[src/rtl/cdb_arbiter_pkg.sv]
// cdb_arbiter_pkg: shared types and default sizes for the common data bus (CDB) arbiter.
//   cdb_pkt_t  - one broadcast payload {tag, value, rob_tag}
//   CDB_*      - default FU count, slot count and tag widths
package cdb_arbiter_pkg;

  localparam int CDB_NUM_FU = 4;
  localparam int CDB_SLOTS  = 2;
  localparam int CDB_PHYS_W = 6;
  localparam int CDB_ROB_W  = 6;

  typedef struct packed {
    logic [CDB_PHYS_W-1:0] tag;
    logic [31:0]           value;
    logic [CDB_ROB_W-1:0]  rob_tag;
  } cdb_pkt_t;

endpackage

[src/rtl/cdb_arbiter_if.sv]
// cdb_arbiter_if: result handshake from the functional units plus the CDB broadcast bus.
//   fu_valid/fu_ready            - per-FU valid/ready handshake
//   fu_tag/fu_value/fu_rob_tag   - per-FU result payload
//   cdb_valid/tag/value/rob_tag  - per-slot registered broadcast
// Modports: master = arbiter side (accepts results, drives the CDB);
//           slave  = producer/consumer side.
interface cdb_arbiter_if
  import cdb_arbiter_pkg::*;
#(
  parameter int NUM_FU = CDB_NUM_FU,
  parameter int CDB_W  = CDB_SLOTS,
  parameter int PHYS_W = CDB_PHYS_W,
  parameter int ROB_W  = CDB_ROB_W
);
  logic [NUM_FU-1:0]             fu_valid;
  logic [NUM_FU-1:0]             fu_ready;
  logic [NUM_FU-1:0][PHYS_W-1:0] fu_tag;
  logic [NUM_FU-1:0][31:0]       fu_value;
  logic [NUM_FU-1:0][ROB_W-1:0]  fu_rob_tag;

  logic [CDB_W-1:0]              cdb_valid;
  logic [CDB_W-1:0][PHYS_W-1:0]  cdb_tag;
  logic [CDB_W-1:0][31:0]        cdb_value;
  logic [CDB_W-1:0][ROB_W-1:0]   cdb_rob_tag;

  modport master (
    input  fu_valid, fu_tag, fu_value, fu_rob_tag,
    output fu_ready, cdb_valid, cdb_tag, cdb_value, cdb_rob_tag
  );

  modport slave (
    output fu_valid, fu_tag, fu_value, fu_rob_tag,
    input  fu_ready, cdb_valid, cdb_tag, cdb_value, cdb_rob_tag
  );
endinterface

[src/rtl/cdb_rr_picker.sv]
// cdb_rr_picker: combinational multi-grant round-robin picker.
//   req         in  NUM_FU           requesters
//   rr_ptr      in  IDX_W            first index to scan
//   grant_valid out CDB_W            slot k holds a grant
//   grant_idx   out CDB_W x IDX_W    requester granted to slot k
//   grant_mask  out NUM_FU           one-hot-per-requester view of the grants
//   next_ptr    out IDX_W            last granted index + 1 (wraps), rr_ptr if no grant
// Scan order rr_ptr, rr_ptr+1, ... wrapping; the n-th pending requester found
// goes to slot n, up to CDB_W grants.
module cdb_rr_picker #(
  parameter int NUM_FU = 4,
  parameter int CDB_W  = 2,
  parameter int IDX_W  = (NUM_FU > 1) ? $clog2(NUM_FU) : 1
) (
  input  logic [NUM_FU-1:0]            req,
  input  logic [IDX_W-1:0]             rr_ptr,
  output logic [CDB_W-1:0]             grant_valid,
  output logic [CDB_W-1:0][IDX_W-1:0]  grant_idx,
  output logic [NUM_FU-1:0]            grant_mask,
  output logic [IDX_W-1:0]             next_ptr
);
  localparam logic [IDX_W:0]   NUM_FU_V = (IDX_W+1)'(NUM_FU);
  localparam logic [IDX_W-1:0] LAST_IDX = IDX_W'(NUM_FU - 1);

  always_comb begin
    logic [NUM_FU-1:0] avail;
    logic              found;
    logic [IDX_W:0]    sum;
    logic [IDX_W-1:0]  idx;
    avail       = req;
    found       = 1'b0;
    sum         = '0;
    idx         = '0;
    grant_valid = '0;
    grant_idx   = '0;
    grant_mask  = '0;
    next_ptr    = rr_ptr;
    // Each slot takes the first still-available requester in rotated order;
    // taking it out of avail lets the next slot find the following one.
    for (int k = 0; k < CDB_W; k++) begin
      found = 1'b0;
      for (int j = 0; j < NUM_FU; j++) begin
        sum = {1'b0, rr_ptr} + (IDX_W+1)'(j);
        if (sum >= NUM_FU_V) sum = sum - NUM_FU_V;
        idx = sum[IDX_W-1:0];
        if (!found && avail[idx]) begin
          found           = 1'b1;
          avail[idx]      = 1'b0;
          grant_valid[k]  = 1'b1;
          grant_idx[k]    = idx;
          grant_mask[idx] = 1'b1;
          next_ptr        = (idx == LAST_IDX) ? '0 : idx + IDX_W'(1);
        end
      end
    end
  end
endmodule

[src/rtl/cdb_arbiter.sv]
// cdb_arbiter: shares CDB_W broadcast slots among NUM_FU result producers.
//   clk       in   core clock
//   reset_n   in   asynchronous active-low reset
//   flush_pipeline in  drops every held and outgoing result
//   bus       master modport of cdb_arbiter_if (FU handshake in, CDB out)
//   perf_conflict_cnt out NUM_FU x 16, only with CDB_ARB_PERF_EN defined:
//             saturating count of cycles each FU was held but not granted.
// Each FU owns a one-entry holding register; a granted entry may be refilled
// in the same cycle, so a lone FU streams at one result per cycle.
module cdb_arbiter
  import cdb_arbiter_pkg::*;
#(
  parameter int NUM_FU = CDB_NUM_FU,
  parameter int CDB_W  = CDB_SLOTS,
  parameter int PHYS_W = CDB_PHYS_W,
  parameter int ROB_W  = CDB_ROB_W
) (
  input  logic                    clk,
  input  logic                    reset_n,
  input  logic                    flush_pipeline,
`ifdef CDB_ARB_PERF_EN
  output logic [NUM_FU-1:0][15:0] perf_conflict_cnt,
`endif
  cdb_arbiter_if.master           bus
);
  localparam int IDX_W = (NUM_FU > 1) ? $clog2(NUM_FU) : 1;

  cdb_pkt_t [NUM_FU-1:0]          pend_q, pend_d;
  logic [NUM_FU-1:0]              pend_valid_q, pend_valid_d;
  logic [IDX_W-1:0]               rr_ptr_q, rr_ptr_d;
  logic [CDB_W-1:0]               cdb_valid_q, cdb_valid_d;
  cdb_pkt_t [CDB_W-1:0]           cdb_pkt_q, cdb_pkt_d;

  logic [CDB_W-1:0]               grant_valid;
  logic [CDB_W-1:0][IDX_W-1:0]    grant_idx;
  logic [NUM_FU-1:0]              grant;
  logic [IDX_W-1:0]               next_ptr;
  logic [NUM_FU-1:0]              fu_ready;
  logic [NUM_FU-1:0]              xfer;

  cdb_rr_picker #(
    .NUM_FU (NUM_FU),
    .CDB_W  (CDB_W),
    .IDX_W  (IDX_W)
  ) u_picker (
    .req         (pend_valid_q),
    .rr_ptr      (rr_ptr_q),
    .grant_valid (grant_valid),
    .grant_idx   (grant_idx),
    .grant_mask  (grant),
    .next_ptr    (next_ptr)
  );

  // Holding stage: accept a new result when empty or leaving this cycle.
  always_comb begin
    fu_ready     = flush_pipeline ? '0 : (~pend_valid_q | grant);
    xfer         = bus.fu_valid & fu_ready;
    pend_valid_d = flush_pipeline ? '0 : ((pend_valid_q & ~grant) | xfer);
    rr_ptr_d     = flush_pipeline ? '0 : next_ptr;
    pend_d       = pend_q;
    for (int i = 0; i < NUM_FU; i++) begin
      if (xfer[i]) begin
        pend_d[i].tag     = bus.fu_tag[i];
        pend_d[i].value   = bus.fu_value[i];
        pend_d[i].rob_tag = bus.fu_rob_tag[i];
      end
    end
  end

  // Broadcast stage: granted holding entries move to their CDB slots.
  always_comb begin
    cdb_valid_d = flush_pipeline ? '0 : grant_valid;
    cdb_pkt_d   = '0;
    for (int k = 0; k < CDB_W; k++) begin
      if (cdb_valid_d[k]) cdb_pkt_d[k] = pend_q[grant_idx[k]];
    end
  end

  always_ff @(posedge clk or negedge reset_n) begin
    if (!reset_n) begin
      pend_valid_q <= '0;
      rr_ptr_q     <= '0;
      cdb_valid_q  <= '0;
      cdb_pkt_q    <= '0;
    end else begin
      pend_valid_q <= pend_valid_d;
      rr_ptr_q     <= rr_ptr_d;
      cdb_valid_q  <= cdb_valid_d;
      cdb_pkt_q    <= cdb_pkt_d;
    end
  end

  // Holding payload is qualified by pend_valid_q, so it needs no reset.
  always_ff @(posedge clk) begin
    pend_q <= pend_d;
  end

  assign bus.fu_ready  = fu_ready;
  assign bus.cdb_valid = cdb_valid_q;
  always_comb begin
    bus.cdb_tag     = '0;
    bus.cdb_value   = '0;
    bus.cdb_rob_tag = '0;
    for (int k = 0; k < CDB_W; k++) begin
      bus.cdb_tag[k]     = cdb_pkt_q[k].tag;
      bus.cdb_value[k]   = cdb_pkt_q[k].value;
      bus.cdb_rob_tag[k] = cdb_pkt_q[k].rob_tag;
    end
  end

`ifdef CDB_ARB_PERF_EN
  logic [NUM_FU-1:0][15:0] perf_cnt_q, perf_cnt_d;

  // Counts held-but-not-granted cycles; survives flush, sticks at all-ones.
  always_comb begin
    perf_cnt_d = perf_cnt_q;
    for (int i = 0; i < NUM_FU; i++) begin
      if (pend_valid_q[i] && !grant[i] && (perf_cnt_q[i] != 16'hFFFF))
        perf_cnt_d[i] = perf_cnt_q[i] + 16'd1;
    end
  end

  always_ff @(posedge clk or negedge reset_n) begin
    if (!reset_n) perf_cnt_q <= '0;
    else          perf_cnt_q <= perf_cnt_d;
  end

  assign perf_conflict_cnt = perf_cnt_q;
`endif
endmodule

[src/flat_wrapper.sv]
// flat-port wrapper written by rule: the top's interface ports become plain ports
module cdb_arbiter_flat import cdb_arbiter_pkg::*;
#(
  parameter int NUM_FU = CDB_NUM_FU,
  parameter int CDB_W  = CDB_SLOTS,
  parameter int PHYS_W = CDB_PHYS_W,
  parameter int ROB_W  = CDB_ROB_W
)
  (clk, reset_n, flush_pipeline, bus_fu_valid, bus_fu_tag, bus_fu_value, bus_fu_rob_tag, bus_fu_ready, bus_cdb_valid, bus_cdb_tag, bus_cdb_value, bus_cdb_rob_tag);
  cdb_arbiter_if #(.NUM_FU(NUM_FU), .CDB_W(CDB_W), .PHYS_W(PHYS_W), .ROB_W(ROB_W)) bus_i ();
  input  logic clk;
  input  logic reset_n;
  input  logic flush_pipeline;
  input wire logic [$bits(bus_i.fu_valid)-1:0] bus_fu_valid;
  input wire logic [$bits(bus_i.fu_tag)-1:0] bus_fu_tag;
  input wire logic [$bits(bus_i.fu_value)-1:0] bus_fu_value;
  input wire logic [$bits(bus_i.fu_rob_tag)-1:0] bus_fu_rob_tag;
  output wire logic [$bits(bus_i.fu_ready)-1:0] bus_fu_ready;
  output wire logic [$bits(bus_i.cdb_valid)-1:0] bus_cdb_valid;
  output wire logic [$bits(bus_i.cdb_tag)-1:0] bus_cdb_tag;
  output wire logic [$bits(bus_i.cdb_value)-1:0] bus_cdb_value;
  output wire logic [$bits(bus_i.cdb_rob_tag)-1:0] bus_cdb_rob_tag;
  assign bus_i.fu_valid = bus_fu_valid;
  assign bus_i.fu_tag = bus_fu_tag;
  assign bus_i.fu_value = bus_fu_value;
  assign bus_i.fu_rob_tag = bus_fu_rob_tag;
  assign bus_fu_ready = bus_i.fu_ready;
  assign bus_cdb_valid = bus_i.cdb_valid;
  assign bus_cdb_tag = bus_i.cdb_tag;
  assign bus_cdb_value = bus_i.cdb_value;
  assign bus_cdb_rob_tag = bus_i.cdb_rob_tag;
  cdb_arbiter #(.NUM_FU(NUM_FU), .CDB_W(CDB_W), .PHYS_W(PHYS_W), .ROB_W(ROB_W)) u_core (.clk(clk), .reset_n(reset_n), .flush_pipeline(flush_pipeline), .bus(bus_i));
endmodule
[config.mk]
export PLATFORM = sky130hd
export DESIGN_NAME = cdb_arbiter_flat
export DESIGN_NICKNAME = d
export VERILOG_FILES = /design/src/rtl/cdb_arbiter_pkg.sv /design/src/rtl/cdb_arbiter_if.sv /design/src/rtl/cdb_rr_picker.sv /design/src/rtl/cdb_arbiter.sv /design/src/flat_wrapper.sv
export SDC_FILE = /design/constraint.sdc
export NUM_CORES = 1
export LEC_CHECK = 0
export ABC_AREA = 0
export CAP_MARGIN = 15
export CORE_ASPECT_RATIO = 1.25
export CORE_MARGIN = 2
export CORE_UTILIZATION = 55
export CTS_CLUSTER_DIAMETER = 30
export DETAILED_ROUTE_END_ITERATION = 8
export GPL_TIMING_DRIVEN = 0
export PLACE_DENSITY_LB_ADDON = 0.3
export SYNTH_ARGS = -nofsm -noshare
export SYNTH_HDL_FRONTEND = slang
export SYNTH_HIERARCHICAL = 1
export SYNTH_SLANG_ARGS = --single-unit
[constraint.sdc]
create_clock -name clk -period 13.04 [get_ports clk]
set_input_delay 1.304 -clock clk [delete_from_list [all_inputs] [get_ports clk]]
set_output_delay 1.304 -clock clk [all_outputs]
set_load 0.05 [all_outputs]
==> flow_summary.ini, run 1 <==
[outcome]
status = finished clean

[routing]
drt_first_pass_iters = 5
routed_wl_mm = 41.0
drc_errors = 0
drt_iter0_drc = 813
via_per_inst = 6.26
vias = 9447
post_drt_wl_per_cell_um = 27.2
antenna_left = 0

[sta]
finalCritPeriodShare = 0.644
tightest_slew_ns = 1.13
timing.final.ws_setup_ns = 4.64
maxSlewViolCount = 0
hold_viol_final = 0
setup_viol = 0
max_freq_mhz = 119
tns_ns = 0
relSlewSlack = 0.247
rsz0062_at_grt = no
period_minus_slack_ns = 8.40
skew_ns = 0.0139

[grt]
grt_max_degree = 58
grt_usage = 0.337
grt_pass1_wl_mm = 60.1
antenna_found_initial = 5
gr-total-overflow = 0
grt_pass1_vias = 9898

[placement]
hpwl_mm = 27.3
numPortBuffers = 276
place_congestion = 0.914
dpl_cell_area_sq_um = 15800
dpl_worst_slack_ns = 5.28

[pwr]
irDropWorstVdd_uv = 200
internal_power_mw = 3.02
powerDensity_nw_per_um2 = 311
p_leak_nw = 6.59
swShare = 0.440
pwr-share-seq = 0.221
p_comb_frac = 0.551
p_clk_frac = 0.228
p_sw_mw = 2.38

[floorplan]
start_util = 0.558
core_area_sq_um = 22200
rows = 61
die_w_um = 138
die_h_um = 172
io_pins = 277
dieArea_sq_um = 23700

[cts]
root_buffer = clkbuf_16
clock_latency_ns = 0.54
ctsResizeCount = 0
cts.sinks = 272
numCtsBuffers = 45
hold_buffers = 0
htreeDepth = 2
clk_pin_slew_ns = 0.05
clockBufferDepth = 3
post-cts-setup-buffers = 0
cts_tree = built

[layout]
layout_common_cells = 275 x clkdlybuf4s50_1, 179 x mux2i_1, 176 x edfxtp_1, 96 x dfrtp_1, 51 x o22ai_1
nets = 1370
area_delta_synth_final_pct = 40.2
final_common_cell = clkdlybuf4s50_1
final_area_sq_um = 17400
drive_gt1_frac = 0.184
fin_util = 0.782

[critical_path]
worst_r2r_endpoint = u_core/pend_q[95]
critPathKind = register to output port
worstPathArrival_ns = 7.09
rrSetupSlack_ns = 5.81
worst_ep_required_time_ns = 11.74
end_kind = output port
r2r_start = u_core/rr_ptr_q[0]
crit_fanout = 11
rr_worst_depth = 23
worstSetupStartpointType = register

[logic_synthesis]
synthCells = 840
netlist_area_sq_um = 12400
yosysWarnings = 6
synth_seq_cells = 272
yosys.area.top_type_share = 0.427
synth.avg_cell_area_sq_um = 14.7
syn_nets = 1027
synth_area_leaders = edfxtp_1 43%, dfrtp_1 19%, mux2i_1 14%
synth_edf_count = 176
synth_top_flop_cell = edfxtp_1
ys_seq_area_frac = 0.621
ys_types = 83
async_flop_share = 0.353
yosysTopAreaCell = edfxtp_1

[min_path]
min_from = u_core/pend_q[0]
worst_hold_path.endpoint = u_core/bus.cdb_rob_tag[0]
min_delay_path_depth = 2
min_path_type = register to register

[flow_run]
cap_violations = 0
power by group through the flow:
stage                     Clock (mW)  Combinational, mW  Sequential (mW)
after floorplan                    0               1.73             1.51
after global placement             0               2.85             1.21
after detailed placement           0               2.90             1.19
after CTS                       1.24               2.94             1.19
after global routing            1.28               3.09             1.20
final                           1.23               2.97             1.19
per-stage QoR:
| stage | hold slack, ns | total power [mW] | cells |
|---|---|---|---|
| 2_1_floorplan | 0.515 | 3.24 | 840 |
| 3_3_place_gp | 0.531 | 4.06 | 1399 |
| 3_5_place_dp | 0.536 | 4.09 | 1419 |
| 4_1_cts | 0.570 | 5.38 | 1503 |
| 5_1_grt | 0.577 | 5.58 | 1508 |
| 6_report | 0.569 | 5.40 | 1508 |
sequential cells by signal, indices dropped and copies added (netlist names):
register / count
u_core/bus.cdb_rob_tag: 12
u_core/bus.cdb_tag: 12
u_core/bus.cdb_valid: 2
u_core/bus.cdb_value: 64
u_core/pend_q: 176
u_core/pend_valid_q: 4
u_core/rr_ptr_q: 2
routing by layer:
layer  global-route usage  up-vias  wire [um]
met5                    0        -          0
li1                     -     4043          -
met1                0.385     4672      14400
met4                0.184        0       2260
met2                0.597      578      21200
met3               0.0682      154       3070
worst max-delay path, cell delays in order, from the launching register on:
cell	delay (ns)
dfrtp_1	0.41
buf_2	0.20
inv_2	0.22
clkbuf_1	0.53
ha_1	0.38
buf_2	0.21
nand3b_1	0.15
a2bb2oi_1	0.48
nand4_1	0.20
a21oi_1	0.38
nand4_1	0.19
a221oi_2	0.66
o21ai_1	0.32
o21ai_0	0.37
a2111oi_2	0.16
a311oi_2	0.46
o2111ai_1	0.19
nor2b_1	0.25
nor2_1	0.06
clkdlybuf4s50_1	0.71
worst max-delay path by stage:
| stage | startpoint | to | depth (start not counted) |
|---|---|---|---|
| CTS | u_core/rr_ptr_q[0] | bus_fu_ready[2] | 19 |
| finish | u_core/rr_ptr_q[0] | bus_fu_ready[2] | 19 |
| detailed placement | u_core/rr_ptr_q[0] | bus_fu_ready[2] | 19 |
| global placement | u_core/rr_ptr_q[0] | u_core/pend_q[143] | 18 |
| global route | u_core/rr_ptr_q[0] | bus_fu_ready[2] | 19 |
| floorplan | u_core/rr_ptr_q[0] | u_core/pend_q[100] | 18 |
area by class of cell:
cell class	instances	area, sq um
multi-input combinational	501	4340
antenna	5	12.5
buffer	58	338
sequential	272	7690
timing repair buffer	296	3010
clock inverter	37	452
clock buffer	47	1130
fill	1272	4850
tap	283	354
inverter	9	33.8
cells by family (layout without fill, tap and decap cells):
| kind of cell | count (synthesis) | in the layout | synth area share |
|---|---|---|---|
| compound gates | 208 | 208 | 0.150 |
| xor+xnor | 1 | 1 | 0.000707 |
| flops | 272 | 272 | 0.621 |
| simple gates | 104 | 104 | 0.0425 |
| buf+inv | 67 | 447 | 0.0300 |
| fa+ha+maj | 4 | 4 | 0.00404 |
| other cells | 0 | 5 | 0 |
| mux | 184 | 184 | 0.152 |
Yosys cell counts, types with 5 or more instances:
library cell,number
o22ai_2,40
nor2_1,27
o22ai_1,51
a31oi_1,7
o21ai_0,7
dfrtp_1,96
buf_4,7
nor3_1,5
o211ai_1,5
edfxtp_1,176
a21oi_1,11
buf_6,7
nand2b_1,5
clkbuf_1,10
o21ba_2,5
o21ai_1,5
buf_2,33
nand2_1,26
mux2i_1,179
nor2b_1,8
nand3_1,7
inv_1,8
No activity file was read; power rests on OpenSTA's default activity.
==> inputs of run 2 (changes only) <==
--- a/config.mk
+++ b/config.mk
@@ -9,7 +9,7 @@
 export CAP_MARGIN = 15
 export CORE_ASPECT_RATIO = 1.25
 export CORE_MARGIN = 2
-export CORE_UTILIZATION = 55
+export CORE_UTILIZATION = 51
 export CTS_CLUSTER_DIAMETER = 30
 export DETAILED_ROUTE_END_ITERATION = 8
 export GPL_TIMING_DRIVEN = 0
==> constraint.sdc (replaced) <==
create_clock -name clk -period 8.4 [get_ports clk]
set_input_delay 0.84 -clock clk [delete_from_list [all_inputs] [get_ports clk]]
set_output_delay 0.84 -clock clk [all_outputs]
set_load 0.05 [all_outputs]
==> run 2 against run 1 <==
Compared with the run above:
- wire length down 4.1%
- critical path type unchanged
- critical path depth unchanged
- register-to-register slack worse by 4.4 ns
- largest power group unchanged
- largest cell class unchanged
- critical endpoint unchanged
==> flow_summary.ini, run 2 (synthesis results as in run 1) <==
[floorplan]
start_util = 0.520
core_area_sq_um = 23800
die_h_um = 178
die_w_um = 143
io_pins = 277
rows = 63
dieArea_sq_um = 25600

[grt]
antenna_found_initial = 1
gr-total-overflow = 0
grt_max_degree = 63
grt_usage = 0.307
grt_pass1_wl_mm = 58.0
grt_pass1_vias = 9718

[sta]
max_freq_mhz = 127
setup_viol = 0
rsz0062_at_grt = no
relSlewSlack = 0.435
timing.final.ws_setup_ns = 0.511
finalCritPeriodShare = 0.939
hold_viol_final = 0
skew_ns = 0.0459
tightest_slew_ns = 0.844
period_minus_slack_ns = 7.89
tns_ns = 0
maxSlewViolCount = 0

[critical_path]
r2r_start = u_core/rr_ptr_q[0]
rr_worst_depth = 19
worstPathArrival_ns = 7.05
worst_r2r_endpoint = u_core/bus.cdb_value[62]
worst_ep_required_time_ns = 7.56
rrSetupSlack_ns = 1.41
critPathKind = register to output port
worstSetupStartpointType = register
crit_fanout = 11
end_kind = output port

[routing]
routed_wl_mm = 39.3
vias = 9162
post_drt_wl_per_cell_um = 25.4
drt_first_pass_iters = 5
drt_iter0_drc = 554
drc_errors = 0
antenna_left = 0
via_per_inst = 5.91

[layout]
regMostFlops = u_core/pend_q
largest_reg_flops = 176
final_common_cell = clkdlybuf4s50_1
fin_cells = 1549
drive_gt1_frac = 0.185
fin_util = 0.734
area_delta_synth_final_pct = 41.1
layout_common_cells = 275 x clkdlybuf4s50_1, 179 x mux2i_1, 176 x edfxtp_1, 96 x dfrtp_1, 51 x o22ai_1
nets = 1371

[min_path]
min_path_type = input port to asynchronous set/reset pin

[cts]
numCtsBuffers = 46
clockBufferDepth = 3
clk_pin_slew_ns = 0.05
root_buffer = clkbuf_16
clock_latency_ns = 0.56
cts.sinks = 272
hold_buffers = 0
htreeDepth = 2
ctsResizeCount = 0
post-cts-setup-buffers = 0
cts_tree = built

[placement]
dpl_worst_slack_ns = 1.23
place_inst = 1461
hpwl_mm = 27.7
place_congestion = 0.980
numPortBuffers = 276

[pwr]
powerDensity_nw_per_um2 = 480
irDropWorstVdd_uv = 300
p_leak_nw = 6.62

[outcome]
status = finished clean

[flow_run]
cap_violations = 0
[run 2: how the worst max path moves through the flow]
stage,from,to,cells past startpoint
after global placement,u_core/rr_ptr_q[0],u_core/pend_q[151],18
final,u_core/rr_ptr_q[0],bus_fu_ready[2],19
after detailed placement,u_core/rr_ptr_q[0],bus_fu_ready[2],20
after global routing,u_core/rr_ptr_q[0],bus_fu_ready[2],20
after CTS,u_core/rr_ptr_q[0],bus_fu_ready[2],20
after floorplan,u_core/rr_ptr_q[0],u_core/pend_q[100],18
[run 2: per-layer routing]
| layer | share of wire | track usage |
|---|---|---|
| met5 | 0 | 0 |
| met3 | 0.057 | 0.0534 |
| met1 | 0.38 | 0.367 |
| met4 | 0.035 | 0.109 |
| met2 | 0.53 | 0.555 |
[run 2: final cells by class]
class / instances / area, sq um
repair buffers: 296 / 3010
multi-input cells: 501 / 4340
well taps: 325 / 407
clock buffers: 52 / 1220
inverters: 9 / 33.8
clock inverters: 34 / 437
fillers: 1602 / 6330
plain buffers: 58 / 338
diodes: 2 / 5.00
flip-flops and latches: 272 / 7690
[run 2: worst max-delay path, cell delays in order, from the launching register on]
cell and delay, ns:
dfrtp_1 0.42, buf_2 0.20, inv_2 0.24, clkbuf_1 0.50, ha_1 0.30, buf_2 0.26, nand3b_1 0.17, o2bb2ai_1 0.39
o21ai_1 0.30, a21oi_1 0.45, nand4_1 0.21, a221oi_2 0.66, o21ai_1 0.31, o21ai_0 0.33, a2111oi_2 0.16, a311oi_2 0.40
o2111ai_1 0.14, nor2b_1 0.25, nor2_1 0.08, clkdlybuf4s50_1 0.72
[run 2: through the flow]
step | power, mW | hold WS [ns] | instance area (sq um)
floorplan | 5.03 | 0.515 | 12400
global placement | 6.34 | 0.537 | 15600
detailed placement | 6.37 | 0.551 | 15800
CTS | 8.38 | 0.288 | 17500
global route | 8.72 | 0.306 | 17500
finish | 8.39 | 0.280 | 17500
[run 2: report_power, final]
group / internal, mW / leakage, nW / switching [mW]
Sequential: 1.73 / 2.89 / 0.107
Clock: 1.26 / 0.780 / 0.714
Combinational: 1.74 / 2.95 / 2.84
Total: 4.73 / 6.62 / 3.66
==> inputs of run 3 (changes only) <==
--- a/config.mk
+++ b/config.mk
@@ -12,6 +12,7 @@
 export CORE_UTILIZATION = 51
 export CTS_CLUSTER_DIAMETER = 30
 export DETAILED_ROUTE_END_ITERATION = 8
+export GPL_ROUTABILITY_DRIVEN = 0
 export GPL_TIMING_DRIVEN = 0
 export PLACE_DENSITY_LB_ADDON = 0.3
 export SYNTH_ARGS = -nofsm -noshare
==> run 3 against run 2 <==
Compared with the run above:
- register-to-register slack got worse by 0.15 ns
- wire length fell by 5.1%
- fmax rose by 0.63%
- core utilization fell by 0.43 points
- non-clock buffer count rose by 1
- count of clock-buffer cells in the layout fell by 6
- flip-flop and latch count did not move
- critical path depth rose by 1
- sequential power barely moved
- first-iteration DRC count rose by 41%
- sequential share of layout area rose by 0.26 points
- largest power group unchanged
==> flow_summary.ini, run 3 (synthesis results as in run 1) <==
[outcome]
status = finished clean

[routing]
antenna_left = 0
drt_first_pass_iters = 8
vias = 9267
drc_errors = 0
via_per_inst = 5.97
post_drt_wl_per_cell_um = 24.1
routed_wl_mm = 37.3
drt_iter0_drc = 783

[critical_path]
end_kind = output port
rrSetupSlack_ns = 1.26
r2r_start = u_core/rr_ptr_q[0]
path_common_cell = buf_2
worstSetupStartpointType = register
path_buf_inv = 6
crit_path_top_delay_cell = clkdlybuf4s50_1
crit_fanout = 11
critPathCapture = bus_fu_ready[2]
max_stage_delay_ns = 0.71
crit_chain = buf_2 > inv_2 > clkbuf_1 > ha_1 > buf_2 > nand3b_1 > o2bb2ai_1 > o21ai_1 > a21oi_1 > nand4_1 > a221oi_2 > o211a_1 > buf_4 > nand2_2 > a41o_1 > a311oi_2 > o2111ai_1 > nor2b_1 > nor2_1 > clkdlybuf4s50_1
rr_worst_depth = 22
worstPathArrival_ns = 7.00
cp_top_family = compound AO/OA/AOI/OAI gates
worst_ep_required_time_ns = 7.56
critPathKind = register to output port
cp.depth = 20
worst_r2r_endpoint = u_core/pend_q[142]
startpoint = u_core/rr_ptr_q[0]

[floorplan]
rows = 63
dieArea_sq_um = 25600
io_pins = 277
core_area_sq_um = 23800
start_util = 0.520
die_w_um = 143
die_h_um = 178

[layout]
largest_reg_flops = 176
layout_common_cells = 275 x clkdlybuf4s50_1, 179 x mux2i_1, 176 x edfxtp_1, 96 x dfrtp_1, 51 x o22ai_1
regMostFlops = u_core/pend_q
fin_cells = 1551
drive_gt1_frac = 0.186
area_delta_synth_final_pct = 40.3
fin_util = 0.730
final_area_sq_um = 17400
nets = 1371
final_common_cell = clkdlybuf4s50_1

[flow_run]
cap_violations = 0

[placement]
dpl_cell_area_sq_um = 15800
numPortBuffers = 276
place_inst = 1462
hpwl_mm = 26.3
dpl_worst_slack_ns = 1.36

[sta]
timing.final.ws_setup_ns = 0.561
relSlewSlack = 0.422
period_minus_slack_ns = 7.84
max_freq_mhz = 128
hold_viol_final = 0
rsz0062_at_grt = no
setup_viol = 0
maxSlewViolCount = 0
skew_ns = 0.0142
tightest_slew_ns = 0.863
finalCritPeriodShare = 0.933

[pwr]
p_sw_mw = 3.58
pwr-share-seq = 0.224
p_comb_frac = 0.551
p_clk_frac = 0.225
swShare = 0.437
internal_power_mw = 4.61
powerDensity_nw_per_um2 = 472
p_leak_nw = 6.59
irDropWorstVdd_uv = 264

[grt]
antenna_found_initial = 4
gr-total-overflow = 0
grt_usage = 0.293
grt_max_degree = 65
grt_pass1_wl_mm = 55.7
grt_pass1_vias = 9796

[cts]
clockBufferDepth = 3
numCtsBuffers = 45
clk_pin_slew_ns = 0.05
post-cts-setup-buffers = 0
clock_latency_ns = 0.55
htreeDepth = 2
cts.sinks = 272
ctsResizeCount = 0
root_buffer = clkbuf_16
hold_buffers = 0
cts_tree = built

[min_path]
min_path_type = input port to asynchronous set/reset pin
==> run 3: cell types whose count changed in the layout (fill, tap and decap cells not counted), sizes merged <==
cell / delta
clkinvlp: -2
clkinv: +8
bufinv: -2
buf: +1
diode: +3
clkbuf: -6
==> run 3: metrics by stage <==
step	total power, mW	hold WS (ns)	TNS (ns)
3_3_place_gp	6.22	0.542	-607.30
5_1_grt	8.51	0.297	0
2_1_floorplan	5.03	0.515	0
6_report	8.19	0.267	0
3_5_place_dp	6.29	0.543	0
4_1_cts	8.16	0.267	0
==> run 3: power groups by stage <==
stage          clock (mW)  sequential, mW  combinational [mW]
2_1_floorplan           0            2.35                2.68
3_3_place_gp            0            1.88                4.34
3_5_place_dp            0            1.85                4.44
4_1_cts              1.86            1.84                4.46
5_1_grt              1.93            1.86                4.72
6_report             1.84            1.84                4.51
==> run 3: layout make-up <==
cell class | instances | area [sq um]
clock buffers | 46 | 1140
repair buffers | 297 | 3010
multi-input cells | 501 | 4340
flip-flops and latches | 272 | 7690
well taps | 325 | 407
plain buffers | 58 | 338
diodes | 5 | 12.5
clock inverters | 38 | 404
inverters | 9 | 33.8
fillers | 1599 | 6430
==> run 3: how the worst min path moves through the flow <==
stage,from,slack (ns),depth (start not counted),to
3_3_place_gp,u_core/pend_q[12],0.54,2,u_core/bus.cdb_value[6]
6_report,reset_n,0.27,1,u_core/bus.cdb_value[45]
3_5_place_dp,u_core/pend_q[86],0.54,2,u_core/bus.cdb_tag[10]
5_1_grt,reset_n,0.30,1,u_core/bus.cdb_value[45]
4_1_cts,reset_n,0.27,1,u_core/bus.cdb_value[45]
2_1_floorplan,u_core/pend_q[86],0.51,2,u_core/bus.cdb_tag[10]
==> run 3: layer usage <==
metal / global-route usage / wire length, um / share of wire
met3: 0.0617 / 2890 / 0.077
met2: 0.505 / 19000 / 0.51
met5: 0 / 0 / 0
met4: 0.169 / 2400 / 0.064
met1: 0.336 / 13100 / 0.35
